File: src/rtl/execute_pkg.sv
// execute_pkg
// Shared opcode definitions for the execute/writeback stage.
//   alu_op_e    : opcode enumeration (OP_NOP .. OP_MOVB); every other value is illegal
//   is_legal_op : true for the defined opcodes, including OP_NOP
package execute_pkg;

  localparam int OP_WIDTH = 6;

  typedef enum logic [OP_WIDTH-1:0] {
    OP_NOP  = 6'h00,
    OP_ADD  = 6'h01,
    OP_SUB  = 6'h02,
    OP_AND  = 6'h03,
    OP_OR   = 6'h04,
    OP_XOR  = 6'h05,
    OP_SLL  = 6'h06,
    OP_SRL  = 6'h07,
    OP_MUL  = 6'h08,
    OP_MOVB = 6'h09
  } alu_op_e;

  // The defined opcodes form a contiguous range starting at zero.
  function automatic logic is_legal_op(input logic [OP_WIDTH-1:0] op);
    return (op <= OP_MOVB);
  endfunction

endpackage

File: src/rtl/execute_stage_register_file.sv
// register_file
// Architectural register file used by the execute stage.
//   clock, reset             : rising-edge clock, synchronous active-high clear of all entries
//   read1_addr / read1_data  : asynchronous read port (operand A)
//   read2_addr / read2_data  : asynchronous read port (operand B)
//   dbg_addr / dbg_data      : asynchronous debug read port
//   write_en, write_addr,
//   write_data               : synchronous write port
module register_file #(
  parameter int DATA_BITS = 32,
  parameter int ADDR_BITS = 4
) (
  input  logic                 clock,
  input  logic                 reset,
  input  logic [ADDR_BITS-1:0] read1_addr,
  output logic [DATA_BITS-1:0] read1_data,
  input  logic [ADDR_BITS-1:0] read2_addr,
  output logic [DATA_BITS-1:0] read2_data,
  input  logic [ADDR_BITS-1:0] dbg_addr,
  output logic [DATA_BITS-1:0] dbg_data,
  input  logic                 write_en,
  input  logic [ADDR_BITS-1:0] write_addr,
  input  logic [DATA_BITS-1:0] write_data
);

  localparam int NUM_REGS = 2 ** ADDR_BITS;

  logic [DATA_BITS-1:0] regs [NUM_REGS];

  always_ff @(posedge clock) begin
    if (reset) begin
      for (int i = 0; i < NUM_REGS; i++) begin
        regs[i] <= '0;
      end
    end else if (write_en) begin
      regs[write_addr] <= write_data;
    end
  end

  assign read1_data = regs[read1_addr];
  assign read2_data = regs[read2_addr];
  assign dbg_data   = regs[dbg_addr];

endmodule

File: src/rtl/execute_stage.sv
// execute_stage
// Two-stage (EX, WB) execute/writeback pipeline fed by the control path.
//   clock, reset      : rising-edge clock, synchronous active-high reset
//   alu_op            : opcode sampled every cycle
//   use_immediate     : operand B is the zero-extended immediate
//   use_accumulate    : result is accumulator + ALU value; accumulator updated
//   read1/read2_addr  : operand A/B source registers
//   immediate         : immediate operand
//   write_addr(_en)   : destination register and write enable
//   halt              : halt request; halted is sticky until reset
//   dbg_addr/dbg_data : architectural register read, no bypass
//   result(_valid)    : registered result of the previous cycle's operation
//   accumulator       : accumulator register
//   illegal           : one-cycle pulse for an undefined opcode
module execute_stage
  import execute_pkg::*;
#(
  parameter int DATA_BITS         = 32,
  parameter int REGFILE_ADDR_BITS = 4,
  parameter int IMMEDIATE_BITS    = 8,
  parameter int ALU_OP_BITS       = 6
) (
  input  logic                         clock,
  input  logic                         reset,
  input  logic [ALU_OP_BITS-1:0]       alu_op,
  input  logic                         use_immediate,
  input  logic                         use_accumulate,
  input  logic [REGFILE_ADDR_BITS-1:0] read1_addr,
  input  logic [REGFILE_ADDR_BITS-1:0] read2_addr,
  input  logic [IMMEDIATE_BITS-1:0]    immediate,
  input  logic [REGFILE_ADDR_BITS-1:0] write_addr,
  input  logic                         write_addr_en,
  input  logic                         halt,
  input  logic [REGFILE_ADDR_BITS-1:0] dbg_addr,
  output logic [DATA_BITS-1:0]         result,
  output logic                         result_valid,
  output logic [DATA_BITS-1:0]         accumulator,
  output logic                         illegal,
  output logic                         halted,
  output logic [DATA_BITS-1:0]         dbg_data
);

  localparam int SHAMT_BITS = $clog2(DATA_BITS);

  logic [DATA_BITS-1:0]         rf_read1;
  logic [DATA_BITS-1:0]         rf_read2;
  logic [DATA_BITS-1:0]         op_a;
  logic [DATA_BITS-1:0]         op_b;
  logic [DATA_BITS-1:0]         alu_value;
  logic [DATA_BITS-1:0]         final_value;
  logic [SHAMT_BITS-1:0]        shamt;
  logic                         accept;
  logic                         op_legal;
  logic                         op_active;

  logic                         wb_valid;
  logic [REGFILE_ADDR_BITS-1:0] wb_addr;
  logic [DATA_BITS-1:0]         wb_data;

  register_file #(
    .DATA_BITS (DATA_BITS),
    .ADDR_BITS (REGFILE_ADDR_BITS)
  ) u_register_file (
    .clock      (clock),
    .reset      (reset),
    .read1_addr (read1_addr),
    .read1_data (rf_read1),
    .read2_addr (read2_addr),
    .read2_data (rf_read2),
    .dbg_addr   (dbg_addr),
    .dbg_data   (dbg_data),
    .write_en   (wb_valid),
    .write_addr (wb_addr),
    .write_data (wb_data)
  );

  // A halt request discards its own cycle's operation, and once halted
  // every decode input is ignored.
  assign accept    = !halted && !halt;
  assign op_legal  = is_legal_op(alu_op);
  assign op_active = accept && op_legal && (alu_op != OP_NOP);

  // The register file is written one cycle after EX, so the pending WB
  // value is forwarded on each read port independently.
  assign op_a  = (wb_valid && (wb_addr == read1_addr)) ? wb_data : rf_read1;
  assign op_b  = use_immediate ? DATA_BITS'(immediate)
               : ((wb_valid && (wb_addr == read2_addr)) ? wb_data : rf_read2);
  assign shamt = op_b[SHAMT_BITS-1:0];

  always_comb begin
    alu_value = '0;
    case (alu_op)
      OP_ADD:  alu_value = op_a + op_b;
      OP_SUB:  alu_value = op_a - op_b;
      OP_AND:  alu_value = op_a & op_b;
      OP_OR:   alu_value = op_a | op_b;
      OP_XOR:  alu_value = op_a ^ op_b;
      OP_SLL:  alu_value = op_a << shamt;
      OP_SRL:  alu_value = op_a >> shamt;
      OP_MUL:  alu_value = op_a * op_b;
      OP_MOVB: alu_value = op_b;
      default: alu_value = '0;
    endcase
  end

  assign final_value = use_accumulate ? (accumulator + alu_value) : alu_value;

  // EX/WB pipeline register plus the architecturally visible outputs.
  // result and the WB payload only move on an active operation, so NOPs
  // and illegal opcodes leave result holding its previous value.
  always_ff @(posedge clock) begin
    if (reset) begin
      result       <= '0;
      result_valid <= 1'b0;
      accumulator  <= '0;
      illegal      <= 1'b0;
      halted       <= 1'b0;
      wb_valid     <= 1'b0;
      wb_addr      <= '0;
      wb_data      <= '0;
    end else begin
      result_valid <= op_active;
      illegal      <= accept && !op_legal;
      wb_valid     <= op_active && write_addr_en;
      if (op_active) begin
        result  <= final_value;
        wb_addr <= write_addr;
        wb_data <= final_value;
        if (use_accumulate) begin
          accumulator <= final_value;
        end
      end
      if (halt && !halted) begin
        halted <= 1'b1;
      end
    end
  end

endmodule
File: config.mk
export PLATFORM = sky130hd
export DESIGN_NAME = execute_stage
export DESIGN_NICKNAME = d
export VERILOG_FILES = /design/src/rtl/execute_pkg.sv /design/src/rtl/execute_stage_register_file.sv /design/src/rtl/execute_stage.sv
export SDC_FILE = /design/constraint.sdc
export NUM_CORES = 2
export LEC_CHECK = 0
export BUFFER_PORTS_ARGS = -buffer_cell sky130_fd_sc_hd__buf_4
export CAP_MARGIN = 30
export CORE_MARGIN = 5
export CORE_UTILIZATION = 40
export DETAILED_ROUTE_END_ITERATION = 8
export GPL_ROUTABILITY_DRIVEN = 0
export HOLD_SLACK_MARGIN = 0.1
export PLACE_DENSITY_LB_ADDON = 0.1
export SYNTH_ARGS = -nofsm -noshare
export SYNTH_HDL_FRONTEND = slang
export SYNTH_HIERARCHICAL = 1
export SYNTH_SLANG_ARGS = --single-unit
File: constraint.sdc
create_clock -name clock -period 14.85 [get_ports clock]
set_input_delay 1.485 -clock clock [delete_from_list [all_inputs] [get_ports clock]]
set_output_delay 1.485 -clock clock [all_outputs]
set_load 0.005 [all_outputs]
# After elaboration in Yosys (flattened, before gate mapping)

Memories as Yosys holds them, arrays and structs flattened.
Index checks and enable logic that the tools add are counted.

Bits in registers: 72
Memory bits (writable): 512
Bits of input ports: 36
Memories kept: 1

$add $sub $neg: 3
Multipliers: 1
Magnitude comparators: 1
Equal/unequal tests: 11
Shifts and indexed selects: 2
Multiplexer cells: 13
Bitwise operators: 3
Reductions and logical operators: 14

Memory list:

| memory               | words | bits a word | read ports | clocked after memory_dff | wr ports | RTL line                          | text |
|---|---|---|---|---|---|---|---|
| u_register_file.regs | 16    | 32          | 3          | 0                        | 16       | execute_stage_register_file.sv:28 | `logic [DATA_BITS-1:0] regs [NUM_REGS];` |

Operators by type and width:

| operator                                                               | count |
|---|---|
| 32-bit case mux with 9 select lines                                    | 1 |
| 32-bit two-way mux                                                     | 5 |
| 32-bit adder                                                           | 2 |
| 32-bit bitwise AND                                                     | 1 |
| 32-bit by 32-bit multiplier with 32-bit output                         | 1 |
| 32-bit bitwise OR                                                      | 1 |
| 32-bit OR reduction                                                    | 1 |
| 32-bit by 5-bit << shifter with 32-bit output                          | 1 |
| 32-bit by 5-bit right shift with 32-bit output                         | 1 |
| 32-bit subtractor                                                      | 1 |
| 32-bit bitwise XOR                                                     | 1 |
| 6-bit by 3-bit == test with 1-bit output (second input constant)       | 4 |
| 6-bit by 2-bit == test with 1-bit output (second input constant)       | 2 |
| 6-bit by 4-bit == test with 1-bit output (second input constant)       | 2 |
| 4-bit == test                                                          | 2 |
| 1-bit logical AND                                                      | 8 |
| 6-bit by 1-bit == test with 1-bit output (second input constant)       | 1 |
| 6-bit by 4-bit <= comparator with 1-bit output (second input constant) | 1 |
| 1-bit two-way mux                                                      | 6 |
| 6-bit nonzero test                                                     | 1 |
| 4-bit two-way mux                                                      | 1 |
| 1-bit zero test                                                        | 3 |
| 2-bit AND reduction                                                    | 1 |

# Logic depth before layout (Yosys ltp)

Word-level depth: 8
Mapped depth: 53
Gate-level depth less buffers: 46

# Cells and area by module

Netlist, hierarchy kept.

Modules (own cells, without submodules):

| module        | times used | cells each | area an instance (sq um) | sequential area each (sq um) |
|---|---|---|---|---|
| register_file | 1          | 1958       | 30271.5                  | 15374.7 |
| execute_stage | 1          | 3622       | 28280.9                  | 1441.4 |

# Worst setup path before layout

OpenSTA, ideal clock, no wires.

Path type: input port to flip-flop
Start point: in read2_addr[0]
End point: reg wb_data[31]
Data arrival time: 12462 ps
Data required time: 14780 ps
Path slack: 2317 ps
Stages: 52
Buffers on the path: 7
Cell sequence: buf_2 > buf_2 > mux4_2 > a22oi_1 > nand2_1 > a21boi_0 > o31a_1 > buf_6 > inv_1 > buf_2 > buf_2 > clkbuf_1 > buf_1 > nor2_1 > fa_1 > inv_1 > fa_1 > fa_1 > (+16 left out) > nor2_1 > a21oi_1 > o221ai_1 > ha_1 > a21o_1 > a21o_1 > a21o_1 > a21o_1 > a21oi_1 > nor2_1 > a211oi_1 > a21boi_0 > o21a_1 > o21ai_0 > mux2i_1 > xnor2_1 > nand2_1 > a21oi_1

RTL lines:

| item                                                                   | RTL line             | text |
|---|---|---|
| from (decl)                                                            | execute_stage.sv:29  | `input logic [REGFILE_ADDR_BITS-1:0] read2_addr,` |
| memory 16 x 32 bit (*)                                                 | -                    |  |
| via rf_read2[2]                                                        | execute_stage.sv:46  | `logic [DATA_BITS-1:0] rf_read2;` |
| 32-bit two-way mux (*)                                                 | execute_stage.sv:87  | `: ((wb_valid && (wb_addr == read2_addr)) ? wb_data : rf_read2);` |
| 32-bit two-way mux (*)                                                 | execute_stage.sv:86  | `assign op_b = use_immediate ? DATA_BITS'(immediate)` |
| 32-bit by 32-bit multiplier with 32-bit output (tied with other cells) | execute_stage.sv:100 | `OP_MUL: alu_value = op_a * op_b;` |
| 32-bit case mux with 9 select lines (*)                                | execute_stage.sv:92  | `case (alu_op)` |
| 32-bit adder                                                           | execute_stage.sv:106 | `assign final_value = use_accumulate ? (accumulator + alu_value) : alu_value;` |
| 32-bit two-way mux (*)                                                 | execute_stage.sv:106 |  |
| to (signal assigned)                                                   | execute_stage.sv:128 | `wb_data <= final_value;` |
| to (decl)                                                              | execute_stage.sv:58  | `logic [DATA_BITS-1:0] wb_data;` |

Mark *: on every way through the listed nets, which the timed path passes. The rest lies on a longest branch.
A chain may end at the register's enable or synchronous reset.

# Worst setup path after layout

Start point: in read2_addr[1]
End point: reg wb_data[31]

RTL lines:

| item                                                                   | RTL line |
|---|---|
| memory 16 x 32 bit (*)                                                 | - |
| via rf_read2[11]                                                       | execute_stage.sv:46 |
| 32-bit two-way mux (*)                                                 | execute_stage.sv:87 |
| 32-bit two-way mux (*)                                                 | execute_stage.sv:86 |
| 32-bit by 32-bit multiplier with 32-bit output (tied with other cells) | execute_stage.sv:100 |
| 32-bit case mux with 9 select lines (*)                                | execute_stage.sv:92 |
| 32-bit adder                                                           | execute_stage.sv:106 |
| 32-bit two-way mux (*)                                                 | execute_stage.sv:106 |

Marks and branches as above.

==> impl_metrics.toml <==
[status]
status = "complete, no violations"

[timing]
setup_tns_ps = 0
final.period_utilization_pct = 88.0
relSlewSlack_pct = 12.2
finalMaxSlewViolations = 0
clock.fmax_mhz = 76.5
finClkSkew_ps = 41.1
finalHoldViolations = 0
fin_crit_ps = 13070
final-setup-viol-count = 0
rsz0062_at_grt = "no"
worst_pin_slew_ps = 1320

[yosys]
synthCells = 5580
synthTopCellsByCount = "nand2_1, edfxtp_1, and2_1"
synth_area_um2 = 58600
ys_types = 104
synth_area_leader_cell = "edfxtp_1"
synth_top_area_share_pct = 26.3
yosys_warnings = 6
synth-seq-cells = 584
ys.flop_type = "edfxtp_1"
avgSynthCellArea_um2 = 10.5
yosysSeqAreaShare_pct = 28.7
synth.most_common_cell = "nand2_1"
synthTopCellsByArea = "edfxtp_1, mux4_2, fa_1, and2_1, ha_1"
synth_fp_nets = 6276
synthArstFlopShare_pct = 0
synth_edf_count = 512

[clock_network]
htreeDepth = 3
postCtsHoldBufs = 0
clk_path_buf_depth = 3
cts.sinks = 584
clk_latency_ps = 680
numCtsBuffers = 73
root_buffer = "clkbuf_16"
path_clk_slew_ps = 60
ctsResizeCount = 0
cts_tree = "done"
post-cts-setup-buffers = 0

[pwr]
ir_worst_vdd_v = 0.000337
p_per_area_nw_per_um2 = 151
p_total_uw = 9730
leakagePower_uw = 0.0265

[worst_setup_path]
crit_top_cell = "fa_1"
crit_path_end_kind = "flip-flop"
path_max_fanout = 43
cp.arrival_ps = 13670
worst_ep_required_time_ps = 15450
slowest_stage = "o311ai_0"
path_class = "primary input to flip-flop"
start_kind = "primary input"
critPathMaxStageDelay_ps = 710

[global_routing]
grt_pass1_vias = 47300
grt_antenna_before_repair = 19
grt_overflow = 0
grtUsageMet3_pct = 8.63
grt_pass1_wl_mm = 358
grtUsageMet1_pct = 45.7
top_usage_layer = "met2"
grt_max_degree = 70
grt_use_met2_pct = 47.9
grt_usage_pct = 32.6

[routing]
drc = 0
vias = 47800
first_pass_iters = 6
wl_per_cell_um = 33.6
via_per_inst = 6.32
drtAntennaViolNets = 0
wl_mm = 254
drtIter0Drc = 6870

[placement]
portBuffers = 134
dpl.hpwl_mm = 175

[floorplan]
start_util_pct = 40.2
fp.dieArea_um2 = 154000
row_count = 140
coreArea_um2 = 146000
pin_count = 135
die_w_um = 393
die_y_um = 393

[cells_and_area]
drive_above_1_share_pct = 17.9
nets = 6270
area_growth_pct = 9.99

[flow_run]
cap_violations = 0

[min_path]
hold_class = "flip-flop to flip-flop"
==> area by class of cell <==
class | count | area [um2]
diodes | 7 | 17.5
clock buffers | 98 | 1970
clock inverters | 36 | 409
fillers | 13800 | 81200
inverters | 489 | 1840
multi-input cells | 4075 | 38200
flip-flops and latches | 584 | 16800
well taps | 1917 | 2400
repair buffers | 351 | 2710
==> per-layer routing <==
metal	vias to the layer above	routed length, um
li1	19700	-
met1	24400	102000
met2	3141	108000
met3	575	30800
met4	4	12900
met5	-	27
==> worst paths after layout <==
check	from	end	slack (ps)	cells after the start
worst max-delay path	read2_addr[1]	wb_data[31]	1780	47
worst min-delay path	halted	illegal	450	1
worst max register to register	wb_addr[0]	wb_data[31]	2250	42
worst min register to register	halted	illegal	450	1
==> logic make-up (layout without fill, tap and decap cells) <==
kind of cell	after synthesis	count (layout)	synth area share, %
AND/OR/NAND/NOR	1829	1829	15.1
buffers and inverters	921	974	6.30
AO/OA/AOI/OAI	880	880	10.2
adder cells (fa/ha/maj)	660	660	19.4
flip-flops	584	584	28.7
multiplexers	542	542	17.7
XOR/XNOR	164	164	2.64
other	0	7	0
==> sequential cells by signal (all words and copies together), names as in the netlist <==
name and flops:
accumulator 32, result_valid 1, u_register_file/regs 512, illegal 1, wb_data 32, wb_valid 1, halted 1, wb_addr 4
==> report_power, final <==
group	internal [uW]	total (uW)	switching [uW]	leakage, uW
clock	1050	1810	761	0.00116
sequential	1830	1880	40.9	0.00586
combinational	2180	6050	3870	0.0195
==> per-stage QoR <==
stage / hold slack (ps) / cells / area (um2) / utilization (%) / setup WS, ps
detailed placement: 447 / 7415 / 62000 / 42.6 / 1330
floorplan: 446 / 5580 / 58600 / - / 2320
global route: 473 / 7552 / 64400 / 44.2 / 1350
global placement: 444 / 7414 / 62000 / 42.6 / 1270
finish: 449 / 7557 / 64400 / 44.2 / 1780
CTS: 449 / 7549 / 64400 / 44.2 / 1980
==> cell usage in the layout (no fill, tap or decap), types with 27 or more instances in the layout <==
cell	n
nand2_1	547
edfxtp_1	512
mux4_2	386
a31oi_1	28
a21o_1	53
xnor2_1	124
nand3_1	62
dfxtp_1	72
fa_1	410
a22oi_1	210
mux2i_1	127
buf_4	342
ha_1	250
a211oi_1	39
xor2_1	32
nor2_1	489
or2_2	29
inv_1	466
a21oi_1	183
o21ai_0	149
and2_1	504
and2_2	35
clkbuf_16	73
nor3_1	33
a221oi_1	27
==> critical path, delay by kind of cell <==
kind	cells	cell delay, ps
compound gates	15	3800
xor+xnor	1	160
fa+ha+maj	10	4350
buf+inv	10	2060
mux	2	560
simple gates	9	1150
No activity file was read; power rests on OpenSTA's default activity.
